$ cat src/rtl/booth_seq_ctrl.sv
// Control sequencer for a radix-2 Booth multiplier: drives the A/Q shift-register
// and accumulator strobes, tracks the Q-1 bit and iteration count, reports busy/done.
module booth_seq_ctrl #(
   parameter int NBITS = 8,
   localparam int CW = (NBITS > 1) ? $clog2(NBITS) : 1
) (
   input  logic          clk1,
   input  logic          rstn,
   input  logic          start,
   input  logic          q0,
   output logic          ld_sel,
   output logic          reg_en,
   output logic          clr_acc,
   output logic [1:0]    alu_op,
   output logic          acc_we,
   output logic          qm1,
   output logic [CW-1:0] cnt,
   output logic          busy,
   output logic          done
);

   typedef enum logic [2:0] {
      IDLE, LOAD, EVAL, ADD, SUB, SHIFT, DONE
   } state_t;

   localparam logic [CW-1:0] LAST = CW'(NBITS - 1);

   state_t state;
   state_t nxt;

   function automatic state_t next_state(input state_t s, input logic st, input logic q,
                                         input logic qm, input logic [CW-1:0] c);
      state_t n;
      n = IDLE;
      case (s)
         IDLE:    n = st ? LOAD : IDLE;
         LOAD:    n = EVAL;
         EVAL: begin
            case ({q, qm})
               2'b10:   n = SUB;
               2'b01:   n = ADD;
               default: n = SHIFT;
            endcase
         end
         ADD:     n = SHIFT;
         SUB:     n = SHIFT;
         SHIFT:   n = (c == LAST) ? DONE : EVAL;
         DONE:    n = IDLE;
         default: n = IDLE;
      endcase
      return n;
   endfunction

   // Output vector: {ld_sel, reg_en, clr_acc, alu_op[1:0], acc_we, busy, done}
   function automatic logic [7:0] decode(input state_t s);
      logic [7:0] d;
      d = 8'b0000_0000;
      case (s)
         LOAD:    d = 8'b1110_0010;
         EVAL:    d = 8'b0000_0010;
         ADD:     d = 8'b0000_1110;
         SUB:     d = 8'b0001_0110;
         SHIFT:   d = 8'b0100_0010;
         DONE:    d = 8'b0000_0011;
         default: d = 8'b0000_0000;
      endcase
      return d;
   endfunction

   always_comb begin
      nxt = next_state(state, start, q0, qm1, cnt);
   end

   // Outputs are registered from the next-state decode, so they track the state
   // register exactly and have no combinational path from any input.
   always_ff @(posedge clk1 or negedge rstn) begin
      if (!rstn) begin
         state   <= IDLE;
         qm1     <= 1'b0;
         cnt     <= '0;
         ld_sel  <= 1'b0;
         reg_en  <= 1'b0;
         clr_acc <= 1'b0;
         alu_op  <= 2'b00;
         acc_we  <= 1'b0;
         busy    <= 1'b0;
         done    <= 1'b0;
      end else begin
         state <= nxt;
         {ld_sel, reg_en, clr_acc, alu_op, acc_we, busy, done} <= decode(nxt);
         case (state)
            LOAD: begin
               qm1 <= 1'b0;
               cnt <= '0;
            end
            SHIFT: begin
               qm1 <= q0;
               if (cnt != LAST) cnt <= cnt + 1'b1;
            end
            default: ;
         endcase
      end
   end

endmodule

$ cat config.mk
export PLATFORM = sky130hd
export DESIGN_NAME = booth_seq_ctrl
export DESIGN_NICKNAME = d
export VERILOG_FILES = /design/src/rtl/booth_seq_ctrl.sv
export SDC_FILE = /design/constraint.sdc
export NUM_CORES = 1
export LEC_CHECK = 0
export CAP_MARGIN = 30
export CORE_MARGIN = 2
export CORE_UTILIZATION = 30
export CTS_CLUSTER_DIAMETER = 120
export CTS_CLUSTER_SIZE = 25
export DETAILED_ROUTE_END_ITERATION = 7
export DONT_BUFFER_PORTS = 1
export GPL_ROUTABILITY_DRIVEN = 0
export PLACE_DENSITY = 0.42
export SLEW_MARGIN = 20
export SYNTH_ARGS = -nofsm -noshare
export SYNTH_HDL_FRONTEND = slang
export SYNTH_SLANG_ARGS = --single-unit
export TNS_END_PERCENT = 1
$ cat constraint.sdc
create_clock -name clk1 -period 1.7 [get_ports clk1]
set_input_delay 0.34 -clock clk1 [delete_from_list [all_inputs] [get_ports clk1]]
set_output_delay 0.34 -clock clk1 [all_outputs]
set_load 0.005 [all_outputs]
==> results_dict.tcl, run 1 <==
set metrics [dict create \
    gr-total-overflow 0 \
    nets 65 \
    cts_resized 0 \
    clock_skew_ps 1.494 \
    fin_crit_ps 1462 \
    fmax_ghz 0.6840 \
    maxSlewViolCount 0 \
    drc_errors 0 \
    cts_sinks 14 \
    io_pins 16 \
    async_flop_share_pct 100.0 \
    num_rows 16 \
    dp_hpwl_um 778 \
    htreeDepth 1 \
    io_buffers 0 \
    p_leak_nw 0.2994 \
    die-area_um2 2499 \
    antenna_found_initial 0 \
    via_count 410 \
    clock_path_buffers 2 \
    cts-hold-fix-buffers 1 \
    routed_wirelength_um 1120 \
    hp-class "input port to flip-flop" \
    synth_xor_area_share_pct 1.381 \
    tns_ps 0 \
    ys_warn_count 0 \
    synthAdderAreaFrac_pct 3.945 \
    synth-compound-area-share_pct 14.79 \
    vias_per_cell 4.824 \
    synth_cell_type_count 24 \
    end_kind "flip-flop" \
    clock_latency_ps 290 \
    areaGrowthSynthToFinish_pct 6.312 \
    cts_tree "yes" \
    synth_seq_cells 14 \
    synthFlopType "dfrtp_1" \
    synth_area_per_cell_um2 10.94 \
    cp-startpoint "cnt[0]" \
    min_delay_path_depth 2 \
    critical_path_required_ps 1880 \
    hp-start "q0" \
    synth-simple-area-share_pct 15.58 \
    chipWidth_um 49.99 \
    ir_drop_v 0.0006574 \
    finalSetupViolations 0 \
    seq_area_frac_synth_pct 55.23 \
    power-per-cell-area_nw_per_um2 1651 \
    first_iter_violations 5 \
    first_pass_iters 4 \
    cts_buffers 3 \
    layout-drive-gt1-share_pct 10.34 \
    worst_setup_path_start_kind "flip-flop" \
    track_usage_pct 11.04 \
    ant_nets 0 \
    synth_top_family_by_area "simple AND/OR/NAND/NOR gates" \
    reg2reg_depth 5 \
    path_clk_slew_ps 90 \
    path_max_fanout 5 \
    synthMuxAreaShare_pct 1.578 \
    n_antenna_cell 0 \
    worstReg2RegStart "cnt[0]" \
    cts_setup_buffers 0 \
    status "finished clean" \
    maxSlewHeadroom_pct 56.05 \
    crit_type "flip-flop to flip-flop" \
    synth_edf_count 0 \
    clock-root-buffer "clkbuf_4" \
    postLayoutCoreUtil_pct 34.03 \
    fp.dieH_um 49.99 \
    tightest_slew_ps 657.0 \
    wl_per_cell_um 13.18 \
    syn_inst 58 \
    rsz0062_at_grt "false" \
    drv_cap 0 \
    period_share_pct 86.00 \
    synth.cell_area_um2 634.4 \
    grt_max_degree 15 \
    core_area_um2 1982 \
    grt_pass1_wl_um 1904 \
    hold_violations 0 \
    grt_pass1_vias 411 \
    crit_arrival_ps 1640 \
    synth_fp_nets 64 \
    start_util_pct 32.01 \
]
## cell type report
class                   count  area, um2
fillers                   200       1308
flip-flops and latches     14      350.3
multi-input cells          37      236.5
repair buffers              1      10.01
well taps                  27      33.78
inverters                   2      7.507
clock buffers               4      36.28
## layout by cell type, fill, tap and decap left out
cell type / n
inv_1: 2
dlygate4sd3_1: 1
nand2b_4: 1
nor2b_1: 1
nand2_1: 6
o41ai_2: 1
xnor2_1: 1
ha_1: 2
clkbuf_8: 1
nor4_1: 1
o22ai_1: 1
mux2i_1: 1
o21ai_1: 1
nand2b_1: 2
and2_1: 1
o21bai_1: 1
a21oi_1: 2
o2bb2ai_1: 1
nor4b_1: 1
o31ai_1: 2
dfrtp_1: 14
o21ai_0: 5
nor2_1: 6
clkbuf_4: 3
## metrics by stage
step / std cells / hold WS (ps) / power (W) / setup slack, ps / area [um2]
after global placement: 80 / 44.77 / 0.0008706 / 254.5 / 628.1
after global routing: 85 / 176.5 / 0.001196 / 121.3 / 674.4
after detailed placement: 80 / 44.79 / 0.0008725 / 234.4 / 628.1
after floorplan: 58 / 44.41 / 0.0008690 / 349.1 / 634.4
final: 85 / 184.4 / 0.001114 / 237.9 / 674.4
after CTS: 85 / 182.0 / 0.001131 / 227.2 / 674.4
## worst max-delay path: stages, from the launching register on
cell and delay (ps):
dfrtp_1 440, ha_1 220, ha_1 240, and2_1 210
o21ai_0 150, o31ai_1 90
## power by group
part           leakage [nW]  total, W  switching (W)  internal, W
Sequential            0.183  0.000588       0.000150     0.000439
Combinational        0.0957  0.000277       0.000146     0.000131
Clock                0.0210  0.000248       0.000117     0.000131
Total                 0.299   0.00111       0.000414     0.000700
## layer usage
| layer | vias to the layer above | GRT usage [%] | wire length, um | share of wire (%) |
|---|---|---|---|---|
| met2 | 14 | 17.11 | 494 | 44 |
| li1 | 196 | - | - | - |
| met3 | 4 | 6.061 | 100 | 8.9 |
| met1 | 196 | 11.47 | 488 | 44 |
| met4 | 0 | 6.944 | 36 | 3.2 |
| met5 | - | 0 | 0 | 0 |
## Yosys cell counts (all sizes together), types with 2 or more instances
cell,instances,area [um2]
ha,2,25.02
buf,5,40.04
nand2b,3,26.27
nor2,6,22.52
a21oi,2,10.01
inv,2,7.510
o31ai,2,15.01
o21ai,6,30.02
dfrtp,14,350.3
nand2,6,22.52
## state kept, by name, indices dropped and copies added, names as in the netlist
signal   flops
state        3
acc_we       1
cnt          3
alu_op       2
reg_en       1
qm1          1
done         1
clr_acc      1
busy         1
## path summary, 6_finish.rpt
path                       endpoint  slack [ps]
max in group asynchronous  state[2]         770
setup / recovery             cnt[1]         240
hold / removal                  qm1         180
min in group asynchronous    cnt[2]         520
setup reg to reg             cnt[1]         240
hold reg to reg              cnt[0]         550
## logic make-up (layout without fill, tap and decap cells)
kind of cell             count (synthesis)  in the layout
AND/OR/NAND/NOR                         19             19
AO/OA/AOI/OAI                           14             14
flip-flops                              14             14
buffers and inverters                    7              7
adder cells (fa/ha/maj)                  2              2
XOR/XNOR                                 1              1
multiplexers                             1              1
(Power assumes the default switching activity.)
==> run 2: changes to the inputs <==
--- a/constraint.sdc
+++ b/constraint.sdc
@@ -3,2 +3,2 @@
 set_output_delay 0.34 -clock clk1 [all_outputs]
-set_load 0.005 [all_outputs]
+set_load 0.1 [all_outputs]
==> results_dict.tcl, run 2 (synthesized netlist as in run 1, its figures left out) <==
set metrics [dict create \
    grt_pass1_vias 451 \
    met1_usage_pct 14.67 \
    cp-startpoint "cnt[0]" \
    reg2reg_slack_ps 270 \
    status "finished clean" \
    antenna_found_initial 0 \
    reg_top3 "cnt: 3 flops, state: 3 flops, alu_op: 2 flops" \
    clock-root-buffer "clkbuf_4" \
    timing.hold.ws_ps 209.3 \
    path_clk_slew_ps 90 \
    cts_tree "yes" \
    vias_per_cell 4.479 \
    clock_skew_ps 5.500 \
    period_share_pct 84.04 \
    areaGrowthSynthToFinish_pct 22.09 \
    crit_top_cell "ha_1" \
    crit_type "flip-flop to flip-flop" \
    worstReg2RegStart "cnt[0]" \
    num-fill-cells 205 \
    finalSetupViolations 0 \
    cts_buffers 3 \
    crit_arrival_ps 1590 \
    hold_violations 0 \
    hp-class "input port to flip-flop" \
    end_kind "flip-flop" \
    multi_input_area_um2 236.5 \
    via_count 430 \
    final_cell_area_um2 774.5 \
    dp.cells 91 \
    nets 76 \
    n_antenna_cell 0 \
    tightest_slew_ps 619.2 \
    htreeDepth 1 \
    cts-hold-fix-buffers 1 \
    clock_latency_ps 280 \
    fmax_ghz 0.7000 \
    layout-drive-gt1-share_pct 30.43 \
    final-seq-area_um2 355.3 \
    num_rows 16 \
    use_met3_pct 3.030 \
    routed_wirelength_um 1128 \
    first_iter_violations 6 \
    cts_sinks 14 \
    cp_slowest_cell "dfrtp_2" \
    reg2reg_depth 5 \
    worstReg2RegEnd "cnt[2]" \
    drv_cap 0 \
    busiest_layer "met2" \
    first_pass_iters 4 \
    io_buffers 0 \
    crit_path_end "cnt[2]" \
    final_cell_count_no_fill 96 \
    chipWidth_um 49.99 \
    grt_pass1_wl_um 1959 \
    clock_path_buffers 2 \
    track_usage_pct 10.96 \
    critical_path_required_ps 1860 \
    start_util_pct 32.01 \
    layout.cells.most_common_list "dfrtp_1, buf_4, nor2_1, nand2_1, o21ai_0" \
    path_max_fanout 5 \
    cts_resized 0 \
    drc_errors 0 \
    post_dp_cell_area_um2 728.2 \
    fp.dieH_um 49.99 \
    ant_nets 0 \
    gr-total-overflow 0 \
    critPathMaxStageDelay_ps 410 \
    maxSlewHeadroom_pct 58.59 \
    dp_hpwl_um 842 \
    fin_crit_ps 1429 \
    die-area_um2 2499 \
    core_area_um2 1982 \
    cts_setup_buffers 0 \
    io_pins 16 \
    cp_cell_sequence "ha_1 > ha_1 > and2_1 > o21ai_0 > o31ai_1" \
    grt_util_met2_pct 14.69 \
    worst_setup_path_start_kind "flip-flop" \
    tns_ps 0 \
    grt_max_degree 15 \
    rsz0062_at_grt "false" \
    wl_per_cell_um 11.75 \
    maxSlewViolCount 0 \
]
-- run 2: cell count changes in the layout (fill, tap and decap cells not counted), sizes merged --
cell | before | now
buf | 0 | 11
-- run 2: worst min-delay path by stage --
stage / slack (ps) / depth (start not counted) / endpoint / from
finish: 210 / 2 / qm1 / q0
global route: 180 / 2 / qm1 / q0
CTS: 200 / 2 / qm1 / q0
detailed placement: 40 / 0 / cnt[2] / rstn
global placement: 40 / 0 / cnt[2] / rstn
floorplan: 40 / 0 / acc_we / rstn
-- run 2: per-layer routing --
metal,up-vias,part of all wire [%]
met2,11,40
met4,0,1.9
met5,-,0
li1,220,-
met3,2,4.1
met1,197,54
-- run 2: worst max-delay path, delay by kind of cell (launching register included) --
kind	cells	cell delay [ps]
adders and majority gates	2	420
and+or+nand+nor	1	200
DFF	1	410
AOI/OAI and AO/OA	2	270
-- run 2: final cells by class --
type                       count  area share, %
clock buffer                   4          4.685
timing repair buffer          12          13.57
sequential                    14          45.88
multi-input combinational     37          30.53
tap                           27          4.362
inverter                       2         0.9693
-- run 2: through the flow --
step / util [%] / setup WS, ps
2_1_floorplan: - / 36.03
3_3_place_gp: 36.74 / 302.7
3_5_place_dp: 36.74 / 281.7
4_1_cts: 39.08 / 269.9
5_1_grt: 39.08 / 122.3
6_report: 39.08 / 271.3
Power of run 2 is not shown: default switching activity piles up to over one toggle a cycle in this logic, so the estimate is an artifact.
